$ cat src/rtl/cpu_seq_pkg.sv
// Shared definitions for the multi-cycle memory sequencer: FSM state encoding,
// load/store funct3 codes, the bus request payload and a word-alignment helper.
package cpu_seq_pkg;

  localparam int unsigned XLEN   = 32;
  localparam int unsigned STRB_W = XLEN / 8;

  typedef enum logic [2:0] {
    ST_IDLE  = 3'd0,
    ST_FETCH = 3'd1,
    ST_EXEC  = 3'd2,
    ST_MEM   = 3'd3,
    ST_WB    = 3'd4,
    ST_ERR   = 3'd5
  } seq_state_e;

  // funct3 encodings; stores reuse the B/H/W codes
  localparam logic [2:0] MEMOP_B  = 3'b000;
  localparam logic [2:0] MEMOP_H  = 3'b001;
  localparam logic [2:0] MEMOP_W  = 3'b010;
  localparam logic [2:0] MEMOP_BU = 3'b100;
  localparam logic [2:0] MEMOP_HU = 3'b101;

  typedef struct packed {
    logic [XLEN-1:0]   addr;
    logic [XLEN-1:0]   wdata;
    logic [STRB_W-1:0] wmask;
  } bus_payload_t;

  // Clear the byte-offset bits of an address
  function automatic logic [XLEN-1:0] word_align(input logic [XLEN-1:0] a);
    return a & ~XLEN'(STRB_W - 1);
  endfunction

endpackage

$ cat src/rtl/mem_lane_align.sv
// Combinational lane alignment for one 32-bit memory port.
// Ports:
//   addr_i     byte address of the data access
//   memop_i    funct3 of the load/store
//   wdata_i    store data (rs2)
//   rdata_i    raw bus read word
//   payload_o  word-aligned address, lane-replicated store data, byte enables
//   ld_val_o   selected and sign/zero-extended load value
//   misalign_o access crosses its natural alignment (or funct3 is unsupported)
module mem_lane_align
  import cpu_seq_pkg::*;
(
  input  logic [XLEN-1:0] addr_i,
  input  logic [2:0]      memop_i,
  input  logic [XLEN-1:0] wdata_i,
  input  logic [XLEN-1:0] rdata_i,
  output bus_payload_t    payload_o,
  output logic [XLEN-1:0] ld_val_o,
  output logic            misalign_o
);

  logic [1:0]  lane;
  logic [15:0] rsel;

  assign lane = addr_i[1:0];
  // Bring the addressed byte/half down to bit 0
  assign rsel = 16'(rdata_i >> {lane, 3'b000});

  // Per-size mask, data replication, extraction and alignment check
  always_comb begin
    payload_o.addr  = word_align(addr_i);
    payload_o.wdata = '0;
    payload_o.wmask = '0;
    ld_val_o        = '0;
    misalign_o      = 1'b0;
    case (memop_i)
      MEMOP_B, MEMOP_BU: begin
        payload_o.wdata = {4{wdata_i[7:0]}};
        payload_o.wmask = STRB_W'(4'b0001 << lane);
        ld_val_o        = (memop_i == MEMOP_BU) ? {24'h0, rsel[7:0]}
                                                : {{24{rsel[7]}}, rsel[7:0]};
      end
      MEMOP_H, MEMOP_HU: begin
        payload_o.wdata = {2{wdata_i[15:0]}};
        payload_o.wmask = STRB_W'(4'b0011 << lane);
        ld_val_o        = (memop_i == MEMOP_HU) ? {16'h0, rsel}
                                                : {{16{rsel[15]}}, rsel};
        misalign_o      = lane[0];
      end
      MEMOP_W: begin
        payload_o.wdata = wdata_i;
        payload_o.wmask = '1;
        ld_val_o        = rdata_i;
        misalign_o      = (lane != 2'b00);
      end
      default: misalign_o = 1'b1;
    endcase
  end

endmodule

$ cat src/rtl/cpu_mem_sequencer.sv
// Multi-cycle sequencer sharing one memory port between instruction fetch and
// load/store. Fetch, hold the instruction, run the optional data transfer, then
// pulse commit for one cycle. Any bus error, timeout, misalignment or
// conflicting decode parks the core in ERR until reset.
// Ports:
//   clk, rst                 clock, synchronous active-high reset
//   pc, inst                 fetch address in, latched instruction out
//   ld_req, st_req, memop    decoded data-access request
//   mem_addr, mem_wdata      data address and store data
//   ld_data                  extended load result, held through commit
//   commit                   one-cycle architectural write enable
//   bus_*                    single-port memory bus (req/ready handshake)
//   err                      sticky fault, core halted
module cpu_mem_sequencer
  import cpu_seq_pkg::*;
#(
  parameter int unsigned TIMEOUT = 255,  // >= 1
  parameter int unsigned CNT_W   = 8     // 2**CNT_W > TIMEOUT
) (
  input  logic              clk,
  input  logic              rst,
  input  logic [XLEN-1:0]   pc,
  output logic [XLEN-1:0]   inst,
  input  logic              ld_req,
  input  logic              st_req,
  input  logic [2:0]        memop,
  input  logic [XLEN-1:0]   mem_addr,
  input  logic [XLEN-1:0]   mem_wdata,
  output logic [XLEN-1:0]   ld_data,
  output logic              commit,
  output logic              bus_req,
  output logic              bus_we,
  output logic [XLEN-1:0]   bus_addr,
  output logic [XLEN-1:0]   bus_wdata,
  output logic [STRB_W-1:0] bus_wmask,
  input  logic              bus_ready,
  input  logic [XLEN-1:0]   bus_rdata,
  input  logic              bus_err,
  output logic              err
);

  seq_state_e      state_q, state_d;
  logic [CNT_W-1:0] cnt_q, cnt_d, cnt_inc;
  logic [XLEN-1:0] inst_q, inst_d;
  logic [XLEN-1:0] ld_data_q, ld_data_d;
  logic            timed_out;

  bus_payload_t    dpay;
  logic [XLEN-1:0] ld_val;
  logic            misalign;

  mem_lane_align u_align (
    .addr_i     (mem_addr),
    .memop_i    (memop),
    .wdata_i    (mem_wdata),
    .rdata_i    (bus_rdata),
    .payload_o  (dpay),
    .ld_val_o   (ld_val),
    .misalign_o (misalign)
  );

  // cnt_inc is the number of cycles this transfer has waited, counting this one;
  // a ready in the same cycle still completes because ready is checked first
  assign cnt_inc   = cnt_q + CNT_W'(1);
  assign timed_out = (cnt_inc == CNT_W'(TIMEOUT));

  assign inst    = inst_q;
  assign ld_data = ld_data_q;

  // State and latch registers
  always_ff @(posedge clk) begin
    if (rst) begin
      state_q   <= ST_IDLE;
      cnt_q     <= '0;
      inst_q    <= '0;
      ld_data_q <= '0;
    end else begin
      state_q   <= state_d;
      cnt_q     <= cnt_d;
      inst_q    <= inst_d;
      ld_data_q <= ld_data_d;
    end
  end

  // Next-state, timeout counter and data latches
  always_comb begin
    state_d   = state_q;
    cnt_d     = cnt_q;
    inst_d    = inst_q;
    ld_data_d = ld_data_q;
    case (state_q)
      ST_IDLE: begin
        state_d = ST_FETCH;
        cnt_d   = '0;
      end
      ST_FETCH: begin
        if (bus_ready) begin
          if (bus_err) begin
            state_d = ST_ERR;
          end else begin
            inst_d  = bus_rdata;
            state_d = ST_EXEC;
          end
        end else if (timed_out) begin
          state_d = ST_ERR;
        end else begin
          cnt_d = cnt_inc;
        end
      end
      ST_EXEC: begin
        cnt_d = '0;
        if (ld_req && st_req) begin
          state_d = ST_ERR;
        end else if (ld_req || st_req) begin
          state_d = misalign ? ST_ERR : ST_MEM;
        end else begin
          state_d = ST_FETCH;
        end
      end
      ST_MEM: begin
        if (bus_ready) begin
          if (bus_err) begin
            state_d = ST_ERR;
          end else begin
            if (ld_req) ld_data_d = ld_val;
            state_d = ST_WB;
          end
        end else if (timed_out) begin
          state_d = ST_ERR;
        end else begin
          cnt_d = cnt_inc;
        end
      end
      ST_WB: begin
        cnt_d   = '0;
        state_d = ST_FETCH;
      end
      ST_ERR:  state_d = ST_ERR;
      default: state_d = ST_ERR;
    endcase
  end

  // Bus and status outputs decoded from the current state; the datapath holds
  // pc and the data-access inputs stable for the whole transfer
  always_comb begin
    bus_req   = 1'b0;
    bus_we    = 1'b0;
    bus_addr  = '0;
    bus_wdata = '0;
    bus_wmask = '0;
    commit    = 1'b0;
    err       = 1'b0;
    case (state_q)
      ST_FETCH: begin
        bus_req  = 1'b1;
        bus_addr = word_align(pc);
      end
      ST_EXEC: commit = !ld_req && !st_req;
      ST_MEM: begin
        bus_req  = 1'b1;
        bus_we   = st_req;
        bus_addr = dpay.addr;
        if (st_req) begin
          bus_wdata = dpay.wdata;
          bus_wmask = dpay.wmask;
        end
      end
      ST_WB:   commit = 1'b1;
      ST_ERR:  err = 1'b1;
      default: ;
    endcase
  end

endmodule

$ cat config.mk
export PLATFORM = sky130hd
export DESIGN_NAME = cpu_mem_sequencer
export DESIGN_NICKNAME = d
export VERILOG_FILES = /design/src/rtl/cpu_seq_pkg.sv /design/src/rtl/mem_lane_align.sv /design/src/rtl/cpu_mem_sequencer.sv
export SDC_FILE = /design/constraint.sdc
export NUM_CORES = 1
export LEC_CHECK = 0
export BUFFER_PORTS_ARGS = -buffer_cell sky130_fd_sc_hd__buf_4
export CAP_MARGIN = 20
export CELL_PAD_IN_SITES_DETAIL_PLACEMENT = 1
export CELL_PAD_IN_SITES_GLOBAL_PLACEMENT = 1
export CORE_MARGIN = 2
export CORE_UTILIZATION = 31
export CTS_CLUSTER_DIAMETER = 80
export DETAILED_ROUTE_END_ITERATION = 10
export PLACE_DENSITY = 0.85
export SLEW_MARGIN = 20
export SYNTH_ARGS = -nofsm -noshare
export SYNTH_HDL_FRONTEND = slang
export SYNTH_SLANG_ARGS = --single-unit
$ cat constraint.sdc
create_clock -name clk -period 5.6 [get_ports clk]
set_input_delay 0.28 -clock clk [delete_from_list [all_inputs] [get_ports clk]]
set_output_delay 0.28 -clock clk [all_outputs]
set_load 0.02 [all_outputs]
# After elaboration in Yosys (flattened, before gate mapping)
# Cells that the tools add are included.
[word_totals] regBits=75 in_bits=137 out_inout_bits=136 elab_cells=64
[classes] add_sub_neg=1 eq_ne=12 n_shift=3 muxes=26 bitwise_logic=1 reduce_logical=17
[ops] op="$mux 32" n=4
[ops] op="$pmux 36 s3" n=1
[ops] op="$pmux 32 s3" n=1
[ops] op="$pmux 32 s2" n=1
[ops] op="$shr 32x5->16" n=1
[ops] op="$mux 3" n=7
[ops] op="$mux 8" n=2
[ops] op="$pmux 8 s2" n=1
[ops] op="$eq 3x3->1 const B" n=4
[ops] op="$pmux 3 s4" n=1
[ops] op="$eq 3x2->1 const B" n=3
[ops] op="$add 8x1->8 const B" n=1
[ops] op="$eq 8x8->1 const B" n=1
[ops] op="$mux 4" n=2
[ops] op="$reduce_or 2->1" n=4
[ops] op="$eq 3x1->1 const B" n=2
[ops] op="$logic_not 3->1" n=2
[ops] op="$reduce_and 3->1" n=2
[ops] op="$mux 1" n=4
[ops] op="$ne 2x2->1 const B" n=2
[ops] op="$reduce_and 4->1" n=1
[ops] op="$reduce_bool 2->1" n=2
[ops] op="$shl 1x2->4 const A" n=1
[ops] op="$shl 2x2->4 const A" n=1
[ops] op="7 further kinds" n=9

# Depth between registers and ports, before layout
# Gate-level depths: netlist (run 1).
[depth] depth_word=7 ltp_mapped=9 ltp_nobuf=7

# Cells and area by module
# From an unflattened synthesis (run 1), not the netlist that was laid out.
[hier_totals] cells_unflattened=690 hier_area_um2=5069.9
[modules_own_cells] module="cpu_mem_sequencer" n_inst=1 cells_per_inst=484 area_per_inst_um2=3646.0
[modules_own_cells] module="mem_lane_align" n_inst=1 cells_per_inst=206 area_per_inst_um2=1423.9

# Worst setup path after synthesis (run 1)
# No wires, ideal clock.
[synth_timing] path_type="input -> output" startpoint="in memop[0]" endpoint="out bus_wdata[18]" t_arrival_ns=1.804 slack_ns=3.516 path_stages=6 n_path_buf=3 cell_sequence="clkbuf_1 -> nor3b_1 -> clkbuf_1 -> buf_1 -> nand2_1 -> a21oi_1"
[synth_between] elab_chain_cells=5 word_cells_on_any_way=10
[synth_rtl] element="from (decl)" line="cpu_mem_sequencer.sv:26" source="input logic [2:0] memop,"
[synth_rtl] element="$eq 3x1->1, or another cell as far along" line="mem_lane_align.sv:36" source="case (memop_i)"
[synth_rtl] element="$reduce_or 2->1" line="mem_lane_align.sv:36"
[synth_rtl] element="$pmux 36 s3 (*)" line="mem_lane_align.sv:36"
[synth_rtl] element="$mux 32 (*)" line="cpu_mem_sequencer.sv:163" source="if (st_req) begin"
[synth_rtl] element="$mux 32 (*)" line="cpu_mem_sequencer.sv:153" source="case (state_q)"
[synth_rtl] element="to (decl)" line="cpu_mem_sequencer.sv:34" source="output logic [XLEN-1:0] bus_wdata,"
# Mark *: on every way between the ends. The rest lies on a longest branch, timed or not.

# Final worst setup path (run 1)
[layout_timing] startpoint="reg state_q[1]" endpoint="out bus_wdata[27]"
[layout_between] elab_chain_cells=2
[layout_rtl] element="from (decl)" line="cpu_mem_sequencer.sv:42" source="seq_state_e state_q, state_d;"
[layout_rtl] element="from (signal assigned)" line="cpu_mem_sequencer.sv:78" source="state_q <= state_d;"
[layout_rtl] element="$eq 3x2->1" line="cpu_mem_sequencer.sv:153"
[layout_rtl] element="$mux 32" line="cpu_mem_sequencer.sv:153"
# No other way between the ends.

==> results of run 1 <==
## cell usage after synthesis, types with 8 or more instances
master	instances
nand2_1	115
nor2_1	104
a21oi_1	96
dfxtp_1	75
clkbuf_1	42
mux2i_1	33
a211oi_1	24
nand2b_1	12
nor3_1	12
o21ai_0	10
and3_1	9
mux2_2	8
## final cells by class
type | count | area, um^2
Clock buffer | 9 | 225
Clock inverter | 6 | 113
Fill cell | 1812 | 7060
Inverter | 6 | 22.5
Multi-Input combinational cell | 496 | 2720
Sequential cell | 75 | 1500
Tap cell | 180 | 225
Timing Repair Buffer | 275 | 2060
## through the flow
step	std cells	hold slack (ps)	total power (W)	area (um^2)
floorplan	632	416	0.000716	4460
global placement	1032	443	0.000872	6540
detailed placement	1032	450	0.000878	6540
CTS	1047	202	0.00155	6870
global route	1047	207	0.00160	6870
finish	1047	210	0.00153	6870
## worst max-delay path: stages, from the launching register on
cell,delay (ps)
dfxtp_2,1030
nand3_1,910
clkinv_1,460
nand2_1,310
nor2_1,190
buf_4,160
## worst min-delay path by stage
stage	to	slack, ps	depth (start not counted)
global placement	inst[4]	440	2
finish	inst[6]	210	3
floorplan	inst[0]	420	2
global route	inst[8]	210	3
detailed placement	inst[24]	450	2
CTS	inst[6]	200	3
## sequential cells by signal, indices dropped and copies added (netlist names)
register,count
state_q,3
ld_data,32
inst,32
cnt_q,8
## power by group
part,internal (W),total (W),switching [W]
Sequential,0.000544,0.000556,0.0000120
Combinational,0.000143,0.000311,0.000168
Clock,0.000435,0.000667,0.000232
Total,0.00112,0.00153,0.000411
## logic make-up (layout without fill, tap and decap cells)
logic type,Yosys count,count (layout),share of synthesized area
muxes,42,42,0.0994
and+or+nand+nor,283,283,0.271
buffers and inverters,61,296,0.0550
AOI/OAI and AO/OA,165,165,0.227
DFF,75,75,0.337
adders and majority gates,2,2,0.00562
xor gates and xnor gates,2,2,0.00393
other,1,2,0.000842
## metal layers
| layer | share of wire | routed length (um) |
|---|---|---|
| met1 | 0.40 | 7460 |
| met2 | 0.50 | 9450 |
| met3 | 0.086 | 1610 |
| met4 | 0.015 | 273 |
| met5 | 0 | 0 |
==> impl_metrics.env, run 1 <==
export IMPL_outcome="finished clean"
export IMPL_grt_total_usage=0.237
export IMPL_busiest_layer="met2"
export IMPL_worst_pin_slew_ps=1060
export IMPL_finalCriticalPeriod_ps=3690
export IMPL_fin_tns_setup_ps=0
export IMPL_synth_distinct_cells=51
export IMPL_critPathArrivalTime_ps=3410
export IMPL_cts_buffers=9
export IMPL_crit_fanout=40
export IMPL_fin_worst_skew_ps=5.30
export IMPL_antenna_found_initial=0
export IMPL_grt_pass1_vias=5275
export IMPL_hold_violations=0
export IMPL_fin_crit_sh=0.658
export IMPL_synth_seq_cells=75
export IMPL_synth_avg_cell_area_um2=7.06
export IMPL_drtIter0Drc=238
export IMPL_grt_pass1_wl_um=28000
export IMPL_async_reset_ff_frac=0
export IMPL_yosysTopAreaCellShare=0.337
export IMPL_syn_to_final_growth_pct=54.3
export IMPL_power_density_mw_per_mm2=223
export IMPL_setup_viol=0
export IMPL_io_pins=273
export IMPL_clk_pin_slew_ps=60
export IMPL_clk_insertion_delay_late_ps=340
export IMPL_final_cell_mix="buf_4 (275), nand2_1 (115), nor2_1 (104), a21oi_1 (96), dfxtp_1 (74)"
export IMPL_hold_buffers=0
export IMPL_drc=0
export IMPL_synth_edf_count=0
export IMPL_fmax_ghz=0.271
export IMPL_grt_remaining_overflow=0
export IMPL_grt_setup_unrepaired="no"
export IMPL_synth_area_mm2=0.00446
export IMPL_crit_end="bus_wdata[27]"
export IMPL_rows=43
export IMPL_p_leak_nw=2.98
export IMPL_relSlewSlack=0.292
export IMPL_fin_util=0.493
export IMPL_synth_yosys_seq_area_share=0.337
export IMPL_r2r_slack_ps=2970
export IMPL_portBuffers=268
export IMPL_gp_congestion=0.797
export IMPL_rr_startpoint="state_q[1]"
export IMPL_rr_endpoint="ld_data[6]"
export IMPL_via_per_inst=5.18
export IMPL_grt_util_met2=0.428
export IMPL_die_h_um=124
export IMPL_crit_required_ps=5320
export IMPL_initial_core_util=0.320
export IMPL_synthCells=631
export IMPL_layout_drive_gt1_share=0.359
export IMPL_root_buffer="clkbuf_16"
export IMPL_wirelength_um=18800
export IMPL_ctsResizeCount=0
export IMPL_vias=5422
export IMPL_synthFlopType="dfxtp_1"
export IMPL_peakVddDrop_mv=0.114
export IMPL_tritoncts="done"
export IMPL_cp_start_kind="flop"
export IMPL_h_tree_depth=3
export IMPL_hp_start="bus_rdata[6]"
export IMPL_die_area_mm2=0.0153
export IMPL_finalNetCount=1002
export IMPL_final_common_cell="buf_4"
export IMPL_pre_cts_ws_ps=2260
export IMPL_core_area_mm2=0.0139
export IMPL_grt_max_degree=74
export IMPL_met3_usage=0.0563
export IMPL_firstDrtPassIters=5
export IMPL_startpoint="state_q[1]"
export IMPL_yosysWarnings=0
export IMPL_rr_worst_depth=3
export IMPL_routedWlPerCell_um=18.0
export IMPL_die_x_um=124
export IMPL_critPathKind="reg2out"
export IMPL_post_cts_buffers=0
export IMPL_finalWorstSetupSlack_ps=1910
export IMPL_cp_end_kind="output port"
export IMPL_cap_violations=0
export IMPL_clock_sinks=75
export IMPL_grt_met1_usage=0.281
export IMPL_diodes=0
export IMPL_yosys_top_cells_area="dfxtp_1 (34%), a21oi_1 (11%), nand2_1 (9.7%), nor2_1 (8.8%), mux2i_1 (7.4%)"
export IMPL_yosysTopAreaCell="dfxtp_1"
export IMPL_dp_hpwl_um=14400
export IMPL_ant_nets=0
export IMPL_slew_viol_final=0
export IMPL_hold_class="in2reg"
export IMPL_clk_path_buf_depth=2
No activity file was read; power rests on OpenSTA's default activity.
==> inputs of run 2 (changes only) <==
- CORE_UTILIZATION: 31 -> 26
- PLACE_DENSITY: 0.85 -> 0.76
- clock period: 5.6 -> 3 ns (I/O delays scaled with it)
==> impl_metrics.env, run 2 (synthesis gave the netlist of run 1 again) <==
export IMPL_gp_congestion=0.855
export IMPL_setup_viol=0
export IMPL_dp_hpwl_um=14900
export IMPL_fin_worst_skew_ps=6.84
export IMPL_h_tree_depth=3
export IMPL_clk_path_buf_depth=2
export IMPL_final_cell_mix="buf_4 (280), nand2_1 (115), nor2_1 (104), a21oi_1 (96), dfxtp_1 (74)"
export IMPL_die_h_um=135
export IMPL_routedWlPerCell_um=17.6
export IMPL_via_per_inst=4.98
export IMPL_power_density_mw_per_mm2=378
export IMPL_m1WireLength_um=7740
export IMPL_critPathKind="reg2out"
export IMPL_min_to="inst[9]"
export IMPL_root_buffer="clkbuf_16"
export IMPL_outcome="finished clean"
export IMPL_grt_pass1_vias=5406
export IMPL_dr_wl_met3_um=1920
export IMPL_grt_total_usage=0.203
export IMPL_clock_sinks=75
export IMPL_r2r_slack_ps=580
export IMPL_grt_max_degree=74
export IMPL_wirelength_um=19300
export IMPL_fmax_ghz=0.409
export IMPL_ant_nets=0
export IMPL_vias=5441
export IMPL_grt_setup_unrepaired="no"
export IMPL_ctsResizeCount=0
export IMPL_hp_start="bus_rdata[9]"
export IMPL_firstDrtPassIters=5
export IMPL_finalPower_w=0.00260
export IMPL_critPathArrivalTime_ps=2300
export IMPL_die_x_um=135
export IMPL_fin_tns_setup_ps=0
export IMPL_grt_remaining_overflow=0
export IMPL_rr_worst_depth=7
export IMPL_cp_start_kind="flop"
export IMPL_p_leak_nw=2.97
export IMPL_io_pins=273
export IMPL_post_cts_buffers=0
export IMPL_clk_pin_slew_ps=60
export IMPL_diodes=0
export IMPL_finalNetCount=1007
export IMPL_hold_class="in2reg"
export IMPL_cts_buffers=9
export IMPL_cap_violations=0
export IMPL_final_common_cell="buf_4"
export IMPL_drc=0
export IMPL_crit_fanout=20
export IMPL_rows=47
export IMPL_peakVddDrop_mv=0.189
export IMPL_core_area_mm2=0.0166
export IMPL_cp_end_kind="output port"
export IMPL_layout_drive_gt1_share=0.359
export IMPL_hold_buffers=0
export IMPL_rr_startpoint="cnt_q[1]"
export IMPL_min_path_cells=3
export IMPL_portBuffers=268
export IMPL_fin_util=0.414
export IMPL_fin_crit_sh=0.816
export IMPL_crit_required_ps=2850
export IMPL_tritoncts="done"
export IMPL_routed_top_layer="met4"
export IMPL_worst_pin_slew_ps=821
export IMPL_slew_viol_final=0
export IMPL_antenna_found_initial=0
export IMPL_clk_insertion_delay_late_ps=330
export IMPL_rr_endpoint="cnt_q[7]"
export IMPL_initial_core_util=0.268
export IMPL_die_area_mm2=0.0182
export IMPL_wl_met2_um=9370
export IMPL_hold_violations=0
export IMPL_grt_pass1_wl_um=29400
export IMPL_relSlewSlack=0.450
export IMPL_finalCriticalPeriod_ps=2450
export IMPL_syn_to_final_growth_pct=54.5
export IMPL_drtIter0Drc=310
==> run 2: worst max-delay path, cell delays in order (launching register included) <==
cell      delay, ps
dfxtp_1         460
nand2b_1        160
inv_1            80
nand3_1          90
buf_4           250
clkinv_1        290
nand2_1         370
nor2_1           90
buf_4           170
==> run 2: per-stage QoR <==
step | setup WS (ps) | area (um^2) | cells | hold WS [ps]
floorplan | 1020 | 4460 | 632 | 286
global placement | 650 | 6620 | 1077 | 421
detailed placement | 592 | 6620 | 1077 | 433
CTS | 514 | 6890 | 1092 | 80.4
global route | 349 | 6890 | 1092 | 96.3
finish | 553 | 6890 | 1092 | 88.4
==> run 2: routing by layer <==
layer,vias to the layer above,global-route usage
met3,15,0.0642
met1,2547,0.245
met5,-,0
met4,0,0.0450
met2,241,0.354
li1,2638,-
==> run 2: power by group <==
group	leakage (nW)	internal, W	switching [W]
clock	0.126	0.000578	0.000403
sequential	0.607	0.00102	0.0000155
combinational	2.23	0.000269	0.000323
total	2.97	0.00186	0.000742
==> run 2: cell type report <==
| class | instances | area, um^2 |
|---|---|---|
| clock buffer | 13 | 250 |
| clock inverter | 2 | 12.5 |
| fill | 2117 | 9760 |
| inverter | 6 | 22.5 |
| multi-input combinational | 496 | 2720 |
| sequential | 75 | 1500 |
| tap | 220 | 275 |
| timing repair buffer | 280 | 2100 |
==> run 2: worst max-delay path by stage <==
stage,depth (start not counted),endpoint,slack [ps],from
final,8,bus_wmask[0],550,state_q[2]
after global routing,8,bus_wdata[29],350,state_q[2]
after CTS,8,bus_wmask[0],510,state_q[2]
after detailed placement,7,cnt_q[7],590,cnt_q[0]
after global placement,7,cnt_q[7],650,cnt_q[0]
after floorplan,7,cnt_q[7],1020,cnt_q[0]
==> inputs of run 3 (changes only) <==
- clock period: 3 -> 2.2 ns (I/O delays scaled with it)
==> impl_metrics.env, run 3 (synthesis gave the netlist of run 1 again) <==
export IMPL_setup_viol=0
export IMPL_slew_viol_final=0
export IMPL_startpoint="cnt_q[1]"
export IMPL_finalCriticalPeriod_ps=2060
export IMPL_worst_pin_slew_ps=708
export IMPL_hold_buffers=0
export IMPL_outcome="finished clean"
export IMPL_routedWlPerCell_um=17.7
export IMPL_rows=47
export IMPL_grt_total_usage=0.208
export IMPL_firstDrtPassIters=4
export IMPL_die_x_um=135
export IMPL_cp_end_kind="flop"
export IMPL_portBuffers=268
export IMPL_final_common_cell="buf_4"
export IMPL_clk_pin_slew_ps=70
export IMPL_grt_setup_unrepaired="no"
export IMPL_via_per_inst=4.97
export IMPL_initial_core_util=0.268
export IMPL_grt_max_degree=64
export IMPL_finalWorstSetupSlack_ps=140
export IMPL_core_area_mm2=0.0166
export IMPL_layout_drive_gt1_share=0.378
export IMPL_fin_util=0.425
export IMPL_drtIter0Drc=351
export IMPL_peakVddDrop_mv=0.331
export IMPL_syn_to_final_growth_pct=58.9
export IMPL_fin_worst_skew_ps=5.31
export IMPL_drc=0
export IMPL_p_leak_nw=3.06
export IMPL_h_tree_depth=3
export IMPL_cts_buffers=9
export IMPL_grt_pass1_vias=5447
export IMPL_num_fill_cells=2082
export IMPL_antenna_found_initial=0
export IMPL_fmax_ghz=0.485
export IMPL_critPathKind="reg2reg"
export IMPL_clock_sinks=75
export IMPL_dp_hpwl_um=15100
export IMPL_clk_path_buf_depth=2
export IMPL_post_cts_buffers=0
export IMPL_r2r_slack_ps=140
export IMPL_rr_startpoint="cnt_q[1]"
export IMPL_rr_worst_depth=7
export IMPL_die_h_um=135
export IMPL_crit_end="cnt_q[0]"
export IMPL_dp_cells=1090
export IMPL_fin_crit_sh=0.936
export IMPL_io_pins=273
export IMPL_finalNetCount=1020
export IMPL_clk_insertion_delay_late_ps=340
export IMPL_tritoncts="done"
export IMPL_crit_fanout=6
export IMPL_cap_violations=0
export IMPL_power_density_mw_per_mm2=546
export IMPL_grt_remaining_overflow=0
export IMPL_rr_endpoint="cnt_q[0]"
export IMPL_hold_violations=0
export IMPL_hold_class="in2reg"
export IMPL_crit_required_ps=2480
export IMPL_ant_nets=0
export IMPL_finalNonFillerCells=1106
export IMPL_critPathArrivalTime_ps=2340
export IMPL_final_cell_mix="buf_4 (293), nand2_1 (115), nor2_1 (104), a21oi_1 (96), dfxtp_1 (72)"
export IMPL_wirelength_um=19600
export IMPL_vias=5493
export IMPL_diodes=0
export IMPL_relSlewSlack=0.528
export IMPL_cp_start_kind="flop"
export IMPL_die_area_mm2=0.0182
export IMPL_grt_pass1_wl_um=29800
export IMPL_root_buffer="clkbuf_16"
export IMPL_gp_congestion=0.845
export IMPL_pre_cts_ws_ps=-124
==> run 3: changes by cell type in the layout (fill, tap and decap cells not counted), sizes merged <==
cell	change
buf	+13
inv	+3
bufinv	+2
clkbuf	-4
==> run 3: how the worst min path moves through the flow <==
stage                  startpoint    endpoint  cells past startpoint
detailed placement            rst  state_q[2]                      2
global placement     bus_rdata[3]     inst[3]                      3
finish              bus_rdata[13]    inst[13]                      3
floorplan            bus_rdata[0]     inst[0]                      2
global route        bus_rdata[12]    inst[12]                      3
CTS                           rst  state_q[2]                      2
==> run 3: metrics by stage <==
step / TNS [ps] / total power, W / hold slack [ps] / instance area, um^2
floorplan: 0 / 0.00182 / 246 / 4460
global placement: -115 / 0.00224 / 388 / 6720
detailed placement: -239 / 0.00225 / 384 / 6720
CTS: 0 / 0.00390 / 25.5 / 7050
global route: 0 / 0.00404 / 40.9 / 7080
finish: 0 / 0.00387 / 40.4 / 7080
==> run 3: per-layer routing <==
metal	wire length, um	global-route usage	vias up
met5	0	0	-
met4	397	0.0661	0
met3	1920	0.0664	25
met2	9430	0.352	238
met1	7820	0.252	2567
li1	-	-	2663
==> run 3: repair_timing <==
item / CTS / global route
resized for setup: 1 / 6
setup endpoints to repair: 3 / 7
pin swaps: 0 / 1
==> run 3: final cells by class <==
type                       count  area, um^2  area share
multi-input combinational    496        2750       0.389
clock buffer                   9         225      0.0318
tap                          220         275      0.0389
inverter                       6        22.5     0.00318
timing repair buffer         293        2200       0.311
sequential                    75        1510       0.213
clock inverter                 7        98.8      0.0140
==> run 3: power by group <==
group,switching [W],internal (W)
Combinational,0.000451,0.000377
Clock,0.000634,0.00100
Sequential,0.0000153,0.00138
Total,0.00110,0.00276
==> run 3: critical path, cell delays in order, from the launching register on <==
cell	delay (ps)
dfxtp_2	370
nand4_1	160
or3_1	430
a211oi_4	340
a31oi_2	190
buf_4	190
nor2_2	150
mux2_2	170
